--- src/rtl/issue_ctrl.sv ---
`default_nettype none
// ============================================================================
//  Module   : issue_ctrl
//  Purpose  : In-order issue controller between fetch and decode. Buffers
//             fetched instructions in a circular FIFO, presents the head to
//             the decoder when its target unit and the ROB can take it,
//             sequences JALR resolution and flushes on clear.
//  Revision : 1.0 - initial release
// ============================================================================
module issue_ctrl #(
  parameter int DEPTH  = 8,
  parameter int ADDR_W = 3
) (
  input  logic              clk,
  input  logic              rst,
  input  logic              rdy,
  input  logic              clear,
  // fetch side
  input  logic              if_valid,
  input  logic [31:0]       if_pc,
  input  logic [31:0]       if_ins,
  input  logic              if_jp,
  output logic              if_stall,
  // decoder side
  output logic              dec_ok,
  output logic [31:0]       dec_pc,
  output logic [31:0]       dec_ins,
  output logic              dec_jp,
  // back-pressure from downstream units
  input  logic              rs_full,
  input  logic              lsb_full,
  input  logic              rob_full,
  input  logic              jalr_ok,
  // status
  output logic [ADDR_W:0]   occ
);

  // Major opcodes used to route the head instruction
  localparam logic [6:0] OP_LOAD   = 7'b0000011;
  localparam logic [6:0] OP_STORE  = 7'b0100011;
  localparam logic [6:0] OP_REG    = 7'b0110011;
  localparam logic [6:0] OP_IMM    = 7'b0010011;
  localparam logic [6:0] OP_BRANCH = 7'b1100011;
  localparam logic [6:0] OP_LUI    = 7'b0110111;
  localparam logic [6:0] OP_AUIPC  = 7'b0010111;
  localparam logic [6:0] OP_JAL    = 7'b1101111;
  localparam logic [6:0] OP_JALR   = 7'b1100111;

  localparam logic [ADDR_W:0] FULL_CNT = (ADDR_W+1)'(DEPTH);

  typedef enum logic [0:0] {
    ST_RUN   = 1'b0,
    ST_JWAIT = 1'b1
  } state_t;

  // Storage (not reset; only read when the entry is valid)
  logic [31:0]       pc_mem  [DEPTH];
  logic [31:0]       ins_mem [DEPTH];
  logic              jp_mem  [DEPTH];

  logic [ADDR_W-1:0] head_q, head_d;
  logic [ADDR_W-1:0] tail_q, tail_d;
  logic [ADDR_W:0]   count_q, count_d;
  state_t            state_q, state_d;

  logic              full;
  logic              empty;
  logic              jalr_pend;
  logic [6:0]        head_op;
  logic              head_is_jalr;
  logic              unit_free;
  logic              push;
  logic              pop;

  assign full      = (count_q == FULL_CNT);
  assign empty     = (count_q == '0);
  assign jalr_pend = (state_q == ST_JWAIT);

  assign dec_pc  = pc_mem[head_q];
  assign dec_ins = ins_mem[head_q];
  assign dec_jp  = jp_mem[head_q];
  assign head_op = ins_mem[head_q][6:0];
  assign head_is_jalr = (head_op == OP_JALR);

  // Classify the head and decide whether its destination can accept it
  always_comb begin
    unit_free = 1'b1;
    unique case (head_op)
      OP_LOAD, OP_STORE:          unit_free = !lsb_full && !rob_full;
      OP_REG, OP_IMM, OP_BRANCH:  unit_free = !rs_full && !rob_full;
      OP_LUI, OP_AUIPC, OP_JAL,
      OP_JALR:                    unit_free = !rob_full;
      default:                    unit_free = 1'b1;  // illegal: decoder drops it
    endcase
  end

  assign dec_ok = rdy && !clear && !empty && unit_free;

  // JALR stays at the head until the decoder reports its target resolved
  assign pop  = dec_ok && (!head_is_jalr || jalr_ok);
  assign push = rdy && !clear && if_valid && !full && (state_q == ST_RUN);

  assign if_stall = full || jalr_pend;
  assign occ      = count_q;

  // Next pointers, count and FSM state; clear overrides everything
  always_comb begin
    head_d  = head_q;
    tail_d  = tail_q;
    count_d = count_q;
    state_d = state_q;
    if (clear) begin
      head_d  = '0;
      tail_d  = '0;
      count_d = '0;
      state_d = ST_RUN;
    end else begin
      if (push) tail_d = tail_q + ADDR_W'(1);
      if (pop)  head_d = head_q + ADDR_W'(1);
      unique case ({push, pop})
        2'b10:   count_d = count_q + (ADDR_W+1)'(1);
        2'b01:   count_d = count_q - (ADDR_W+1)'(1);
        default: count_d = count_q;
      endcase
      unique case (state_q)
        ST_RUN: begin
          if (push && (if_ins[6:0] == OP_JALR)) state_d = ST_JWAIT;
        end
        ST_JWAIT: begin
          if (pop && head_is_jalr) state_d = ST_RUN;
        end
        default: state_d = ST_RUN;
      endcase
    end
  end

  // State registers with asynchronous reset
  always_ff @(posedge clk or posedge rst) begin
    if (rst) begin
      head_q  <= '0;
      tail_q  <= '0;
      count_q <= '0;
      state_q <= ST_RUN;
    end else begin
      head_q  <= head_d;
      tail_q  <= tail_d;
      count_q <= count_d;
      state_q <= state_d;
    end
  end

  // FIFO payload write at the tail
  always_ff @(posedge clk) begin
    if (push) begin
      pc_mem[tail_q]  <= if_pc;
      ins_mem[tail_q] <= if_ins;
      jp_mem[tail_q]  <= if_jp;
    end
  end

endmodule
`default_nettype wire
--- config.mk ---
export PLATFORM = sky130hd
export DESIGN_NAME = issue_ctrl
export DESIGN_NICKNAME = d
export VERILOG_FILES = /design/src/rtl/issue_ctrl.sv
export SDC_FILE = /design/constraint.sdc
export NUM_CORES = 1
export LEC_CHECK = 0
export CAP_MARGIN = 15
export CELL_PAD_IN_SITES_DETAIL_PLACEMENT = 1
export CELL_PAD_IN_SITES_GLOBAL_PLACEMENT = 2
export CORE_AREA = 2 2 212 214
export DETAILED_ROUTE_END_ITERATION = 10
export DIE_AREA = 0 0 214 216
export HOLD_SLACK_MARGIN = 0.03
export PLACE_DENSITY_LB_ADDON = 0.1
export SKIP_LAST_GASP = 1
export SLEW_MARGIN = 25
export SYNTH_ARGS = -nofsm -noshare
export SYNTH_HDL_FRONTEND = slang
export SYNTH_SLANG_ARGS = --single-unit
export TNS_END_PERCENT = 10
--- constraint.sdc ---
create_clock -name clk -period 11.45 [get_ports clk]
set_input_delay 2.29 -clock clk [delete_from_list [all_inputs] [get_ports clk]]
set_output_delay 2.29 -clock clk [all_outputs]
set_load 0.05 [all_outputs]
Yosys cells after proc, flatten, opt, wreduce, memory -nomap -nowiden
Memories as Yosys holds them, arrays and structs flattened.
Cells that the tools add are included.
{"block": "totals", "ram_bits": 520, "regBits": 11, "memories": 3, "elab_cells": 65, "out_inout_bits": 71, "inputBits": 74}
{"memory": "ins_mem", "depth": 8, "word_bits": 32, "read_ports": 1, "rd_clocked_by_memory_dff": 0, "wr": 1, "line": "58", "rtl": "logic [31:0] ins_mem [DEPTH];"}
{"memory": "pc_mem", "depth": 8, "word_bits": 32, "read_ports": 1, "rd_clocked_by_memory_dff": 0, "wr": 1, "line": "57", "rtl": "logic [31:0] pc_mem [DEPTH];"}
{"memory": "jp_mem", "depth": 8, "word_bits": 1, "read_ports": 1, "rd_clocked_by_memory_dff": 0, "wr": 1, "line": "59", "rtl": "logic jp_mem [DEPTH];"}
{"block": "op_classes", "n_bitwise": 1, "n_addsub": 4, "reduce_logical": 27, "n_eq_ne": 13, "mux": 13}
{"cell": "7-bit == test (second input constant)", "n": 4}
{"cell": "7-bit by 6-bit == test with 1-bit output (second input constant)", "n": 3}
{"cell": "7-bit by 5-bit == test with 1-bit output (second input constant)", "n": 2}
{"cell": "3-bit 2-to-1 mux", "n": 4}
{"cell": "1-bit logical AND", "n": 11}
{"cell": "4-bit one-hot mux with 2 select lines", "n": 1}
{"cell": "7-bit by 2-bit == test with 1-bit output (second input constant)", "n": 1}
{"cell": "1-bit logical NOT", "n": 7}
{"cell": "3-bit by 1-bit adder with 3-bit output (second input constant)", "n": 2}
{"cell": "1-bit 2-to-1 mux", "n": 5}
{"cell": "4-bit by 1-bit adder with 4-bit output (second input constant)", "n": 1}
{"cell": "4-bit == test (second input constant)", "n": 1}
{"cell": "4-bit logical NOT", "n": 1}
{"cell": "4-bit 2-to-1 mux", "n": 1}
{"cell": "2-bit nonzero test", "n": 2}
{"cell": "4-bit OR reduction", "n": 1}
{"cell": "4-bit by 1-bit subtractor with 4-bit output (second input constant)", "n": 1}
{"cell": "1-bit one-hot mux with 3 select lines", "n": 1}
{"cell": "3-bit nonzero test", "n": 1}
{"cell": "3-bit OR reduction", "n": 1}
{"cell": "2-bit by 1-bit == test with 1-bit output (second input constant)", "n": 1}
{"cell": "2-bit == test (second input constant)", "n": 1}
{"cell": "1-bit logical OR", "n": 2}
{"cell": "1-bit one-hot mux with 2 select lines", "n": 1}
{"cell": "other kinds (2)", "n": 2}

Logic depth before layout (Yosys ltp)
Gate-level depths: netlist of the first run.
An unclocked memory read counts as a cell.
{"block": "depth", "ltp_word": 10, "mapped_depth": 17, "mapped_depth_nobuf": 14}

Worst setup path before layout of the first run
Ideal clock, no wire load.
{"block": "synth_path", "kind": "input-to-reg", "from": "input port rdy", "to": "memory ins_mem[4][0], enable pin", "stages": 3, "setup_ps": 671, "required_ps": 10779, "n_path_buf": 0, "setup_slack_ps": 1302, "t_arrival_ps": 9477, "path_cell_list": "nor2b_1 nand3_2 nor4b_1"}
{"block": "synth_via", "elab_chain_cells": 6}
{"item": "start, declared", "line": "16", "rtl": "input logic rdy,"}
{"item": "1-bit logical AND (4 in series)", "line": "101", "rtl": "assign push = rdy && !clear && if_valid && !full && (state_q == ST_RUN);"}
{"item": "1-bit 2-to-1 mux", "line": "154", "rtl": "if (push) begin"}
{"item": "1-bit 2-to-1 mux (not written as such)", "line": "156", "rtl": "ins_mem[tail_q] <= if_ins;"}
{"item": "end, declared", "line": "58"}
No other way between the ends.

Final worst setup path of the first run
{"block": "layout_path", "from": "register head_q[1]", "to": "output port dec_ok"}
{"block": "layout_via", "elab_chain_cells": 5, "word_cells_on_any_way": 15, "classes_between": "9 x eq/ne; 1 x mux; 4 x reduce/logical; 1 x memory"}
{"item": "start, declared", "line": "61", "rtl": "logic [ADDR_W-1:0] head_q, head_d;"}
{"item": "start signal, assigned", "line": "140", "rtl": "head_q <= '0;"}
{"item": "start signal, assigned", "line": "145", "rtl": "head_q <= head_d;"}
{"item": "memory 8 x 32 bit (*)"}
{"item": "7-bit == test (tied with other cells)", "line": "88", "rtl": "unique case (head_op)"}
{"item": "4-bit OR reduction (tied with other cells)", "line": "88"}
{"item": "1-bit one-hot mux with 3 select lines (*)", "line": "88"}
{"item": "1-bit logical AND (*)", "line": "97", "rtl": "assign dec_ok = rdy && !clear && !empty && unit_free;"}
{"item": "end, declared", "line": "25", "rtl": "output logic dec_ok,"}
Every way passes the cells marked *; elsewhere a longest branch is shown, timed or not.

==> flow_summary.ini, run 1 <==
[power]
vdd_drop_max_mv = 0.1276
power_per_cell_area_nw_per_um2 = 188.7
totalPowerFinal_mw = 4.576
p_leak_nw = 7.521

[worst_setup_path]
path_cells = buf_4 > mux4_1 > mux2_2 > o221ai_1 > a21oi_2 > a21oi_1 > clkdlybuf4s50_1
critPathTopFamily = buffers and inverters
cp-start-kind = flop
required_ns = 9.16
endpoint_kind_of_the_worst_setup_timing_path = output pin
worst_path_max_delay_cell = clkdlybuf4s50_1
cp_slowest_stage_delay_ns = 0.82
path_max_fanout = 57
critical_path_arrival_ns = 4.34
crit_type = reg -> out
critical_path.n_buffers_inverters = 2

[synth]
share_of_synthesized_area_occupied_by_flip_flops_and_latches_pct = 77.99
ys_async_sr_fraction_pct = 2.072
postSynth.topFlopCell = edfxtp_1
number_of_synthesized_flops_with_an_enable_pin = 520
synthesis.area_sq_um = 20380
net_count_of_the_mapped_netlist = 929
synth.avg_cell_area_sq_um = 23.97
postSynthCellCount = 850
synth_cell_type_count = 48
synthTopCellsByCount = edfxtp_1 (520), mux4_2 (122), mux2_2 (61)
postSynthRegisterBits = 531
yosys.cell_count.top_type = edfxtp_1
ys_warn_count = 0
netlist.area_leader.share_pct = 76.63
synth_area_leaders = edfxtp_1 (77%), mux4_2 (13%), mux2_2 (3.4%)
netlist.top_cell.by_area = edfxtp_1

[clock_network]
clock_sink_count = 531
post-cts-setup-buffers = 0
htreeDepth = 2
clock_tree.buffer_depth = 3
cts-root-buf = clkbuf_16
cts_resized = 0
tritoncts = done
clkTransAtPathRegs_ns = 0.06
worstSkewPairLatency_ns = 0.60
tritoncts.num_buffers = 54
cts_hold_repair.buffers = 0

[timing]
slew-limit-headroom_pct = 34.38
final-max-slew-violation-count = 0
hold_violations = 0
worst-slew-pin-transition_ns = 0.9844
fin_skew_ns = 0.01364
max_freq_mhz = 150.8
worst_slack_ns = 4.817
finalSetupViolCount = 0
layout_min_cycle_time_ns = 6.633
setup_tns_ns = 0
post-route-period-util_pct = 57.93
grt_setup_unrepaired = no

[routing]
post_route_m1_wl_um = 18180
route.detailed.wl_per_inst_um = 25.16
highest-signal-layer = met5
first_iter_violations = 575
routed_wirelength_um = 41910
detail_route.first_pass.iterations = 4
final_routed_drc_violation_total = 0
num_vias = 9137
route.antenna.remaining_nets = 0
vias_per_cell = 5.484
routed-wl-met3_um = 1944
met2RoutedLength_um = 20710

[die]
floorplan.die.width_um = 214
die_area_sq_um = 46220
start_util_pct = 46.48
row_count = 77
floorplan.die.height_um = 216
fp.coreArea_sq_um = 43840
io-pin-count = 145

[status]
run_status = completed

[layout]
finish.net_count = 1113
final_cell_area_sq_um = 24250
area.growth.synth_to_final_pct = 19.01
drive_above_1_share_pct = 27.71

[place]
dp_hpwl_um = 22480
place.port_buffers = 144
placed_area_sq_um = 22590
placement.setup.worst_slack_ns = 4.797
routabilityCongestion = 0.7065

[global_route]
via_count_of_the_first_global_routing_pass = 9951
grt_use_total_pct = 18.41
grt_overflow = 0
antenna_found_initial = 3
global_route_wire_length_before_repair_um = 62960
grt_max_degree = 58

[worst_hold_path]
holdCritPathClass = reg -> reg

[job]
max_cap_violation_count = 0
==> per-layer routing <==
metal	track usage (%)	vias to the layer above
met4	5.315	6
met2	30.27	173
li1	-	3997
met3	4.228	74
met1	24.82	4887
met5	0	-
==> final timing paths <==
| kind | from | end | slack (ns) | depth (start not counted) |
|---|---|---|---|---|
| min reg2reg | jalr_pend | jalr_pend | 0.56 | 2 |
| min in group asynchronous | rst | occ[0] | 2.01 | 2 |
| max | head_q[1] | dec_ok | 4.82 | 7 |
| min | jalr_pend | jalr_pend | 0.56 | 2 |
| max in group asynchronous | rst | head_q[0] | 9.09 | 2 |
| max reg2reg | head_q[1] | occ[3] | 6.71 | 15 |
==> report_power, final <==
| group | internal, mW | switching, mW |
|---|---|---|
| clock network | 0.935 | 0.698 |
| logic | 0.334 | 0.422 |
| registers | 2.16 | 0.0262 |
==> cell type report <==
class / count / area, sq um
fill: 3718 / 19590
sequential: 531 / 15900
multi-input combinational: 271 / 4270
timing repair buffer: 168 / 1683
clock buffer: 64 / 1410
tap: 592 / 740.7
clock inverter: 30 / 207.7
inverter: 8 / 30.03
antenna: 2 / 5.005
==> sequential cells by signal (all words and copies together) (netlist names) <==
signal and flops:
ins_mem 256, jp_mem 8, head_q 3, jalr_pend 1, occ 4, pc_mem 256
tail_q 3
==> cell usage in the layout (no fill, tap or decap), drive strengths merged, types with 3 or more instances in the layout <==
master	count
edfxtp	520
clkdlybuf4s50	144
mux4	130
clkbuf	64
mux2	62
clkinv	26
buf	24
dfrtp	11
nand2	10
nor2	10
inv	9
nand3b	5
a21oi	5
nand3	5
o21ai	5
ha	4
mux2i	4
xnor2	4
o41ai	3
bufinv	3
and3	3
nor3	3
==> metrics by stage <==
stage | util [%] | instances | hold WS [ns]
floorplan | - | 850 | 0.5051
global placement | 51.41 | 1566 | 0.5561
detailed placement | 51.54 | 1569 | 0.5432
CTS | 55.23 | 1663 | 0.5624
global route | 55.30 | 1664 | 0.5900
finish | 55.32 | 1666 | 0.5628
==> worst min-delay path, cell delays in order, from the launching register on <==
cell and delay [ns]:
dfrtp_1 0.38, o41ai_1 0.07, a21oi_1 0.06
==> cell families (layout without fill, tap and decap cells) <==
group / after synthesis / after routing / synth area share, %
compound gates: 19 / 19 / 0.6509
xor+xnor: 6 / 6 / 0.3501
fa+ha+maj: 5 / 5 / 0.3439
buf+inv: 48 / 270 / 1.283
flops: 531 / 531 / 77.99
mux: 196 / 196 / 18.18
other cells: 0 / 2 / 0
simple gates: 45 / 45 / 1.210
No activity file was read; power rests on OpenSTA's default activity.
==> run 2: changes to the inputs <==
Settings changed: CORE_AREA 2 2 212 214 to 2 2 224 226, DIE_AREA 0 0 214 216 to 0 0 226 228.
Clock period 11.45 ns to 5.9 ns, I/O delays scaled along.
==> flow_summary.ini, run 2 (synthesis gave the netlist of run 1 again) <==
[timing]
layout_min_cycle_time_ns = 4.957
slew-limit-headroom_pct = 44.05
worst_slack_ns = 0.9429
worst-slew-pin-transition_ns = 0.8392
hold_violations = 0
post-route-period-util_pct = 84.02
setup_tns_ns = 0
finalSetupViolCount = 0
max_freq_mhz = 201.7
fin_skew_ns = 0.01354
grt_setup_unrepaired = no
final-max-slew-violation-count = 0

[global_route]
grt_overflow = 0
grt_max_degree = 66
antenna_found_initial = 3
global_route_wire_length_before_repair_um = 65580
via_count_of_the_first_global_routing_pass = 10240
grt_use_total_pct = 17.32

[worst_setup_path]
required_ns = 4.72
crit-reg2reg-launch = head_q[2]
worst_path_max_delay_cell = clkdlybuf4s50_1
critical_path.startpoint = head_q[1]
worstRegToRegCells = 13
endpoint_kind_of_the_worst_setup_timing_path = output pin
cp-start-kind = flop
critical_path.n_buffers_inverters = 1
critical_path.endpoint = dec_ok
path_cells = mux4_1 > mux2_2 > o221ai_1 > a21oi_2 > a21oi_1 > clkdlybuf4s50_1
critPathTopFamily = multiplexers
cp_slowest_stage_delay_ns = 0.83
timing.rr.end = occ[3]
critical_path_arrival_ns = 3.78
path_max_fanout = 33
reg2reg_setup_slack_ns = 1.84
number_of_gates_on_the_worst_path_with_buffers_counted = 6
crit_type = reg -> out

[routing]
vias_per_cell = 5.252
first_iter_violations = 705
routed_wirelength_um = 43070
route.antenna.remaining_nets = 0
detail_route.first_pass.iterations = 4
num_vias = 9160
route.detailed.wl_per_inst_um = 24.70
final_routed_drc_violation_total = 0

[clock_network]
tritoncts = done
clkTransAtPathRegs_ns = 0.06
clock_tree.buffer_depth = 3
cts-root-buf = clkbuf_16
htreeDepth = 2
cts_resized = 0
cts_hold_repair.buffers = 0
worstSkewPairLatency_ns = 0.61
tritoncts.num_buffers = 56
post-cts-setup-buffers = 0
clock_sink_count = 531

[die]
row_count = 82
fp.coreArea_sq_um = 49350
floorplan.die.height_um = 228
floorplan.die.width_um = 226
io-pin-count = 145
start_util_pct = 41.29
die_area_sq_um = 51530

[layout]
mostFrequentLayoutCell = edfxtp_1
largestRegisters = ins_mem: 256 flops, pc_mem: 256 flops, jp_mem: 8 flops
final_cell_area_sq_um = 24390
finish.cell_count_without_fillers = 1744
commonest_non_fill_non_tap_cells_in_the_layout = edfxtp_1 (520), clkdlybuf4s50_1 (144), mux4_2 (122), mux2_2 (61), clkbuf_16 (56)
drive_above_1_share_pct = 27.45
area.growth.synth_to_final_pct = 19.71
fillers = 4336
finish.net_count = 1109

[place]
placement.setup.worst_slack_ns = 1.391
routabilityCongestion = 0.6885
dp_cells = 1644
placed_area_sq_um = 22700
place.port_buffers = 144
dp_hpwl_um = 21350

[power]
totalPowerFinal_mw = 8.982
power_per_cell_area_nw_per_um2 = 368.2
vdd_drop_max_mv = 0.2499
p_leak_nw = 7.520

[worst_hold_path]
holdCritPathClass = reg -> reg

[job]
max_cap_violation_count = 0

[status]
run_status = completed
[run 2: how the worst min path moves through the flow]
stage	startpoint	end	cells past startpoint
floorplan	jalr_pend	jalr_pend	2
global placement	jalr_pend	jalr_pend	2
detailed placement	jalr_pend	jalr_pend	2
CTS	jalr_pend	jalr_pend	2
global route	jalr_pend	jalr_pend	2
finish	jalr_pend	jalr_pend	2
[run 2: tightest hold or removal path: cells and delay by family, from the launching register on]
family	cells	cell delay, ns
AO/OA/AOI/OAI	2	0.13
flip-flops	1	0.38
[run 2: cell type report]
class,count,area [sq um],share of cell area (%)
diodes,1,2.502,0.01026
flip-flops and latches,531,15900,65.19
well taps,672,840.8,3.447
repair buffers,162,1652,6.771
clock buffers,70,1454,5.960
multi-input cells,271,4279,17.54
clock inverters,29,232.7,0.9541
inverters,8,30.03,0.1231
[run 2: power breakdown]
part	total [mW]	leakage [nW]	internal [mW]	switching [mW]
Clock	3.27	0.827	1.87	1.41
Combinational	1.47	1.86	0.642	0.824
Sequential	4.24	4.83	4.19	0.0486
[run 2: layer usage]
layer / wire (um) / GRT usage, % / vias to the layer above
met1: 19860 / 25.09 / 4919
met4: 760 / 4.884 / 4
met3: 2179 / 3.735 / 62
met2: 20240 / 26.64 / 190
met5: 30 / 0 / -
li1: - / - / 3985
[run 2: metrics by stage]
| step | util, % | hold WS (ns) |
|---|---|---|
| after CTS | 49.42 | 0.5588 |
| after detailed placement | 46.00 | 0.5417 |
| after global routing | 49.42 | 0.6007 |
| after floorplan | - | 0.5051 |
| final | 49.43 | 0.5592 |
| after global placement | 46.00 | 0.5645 |
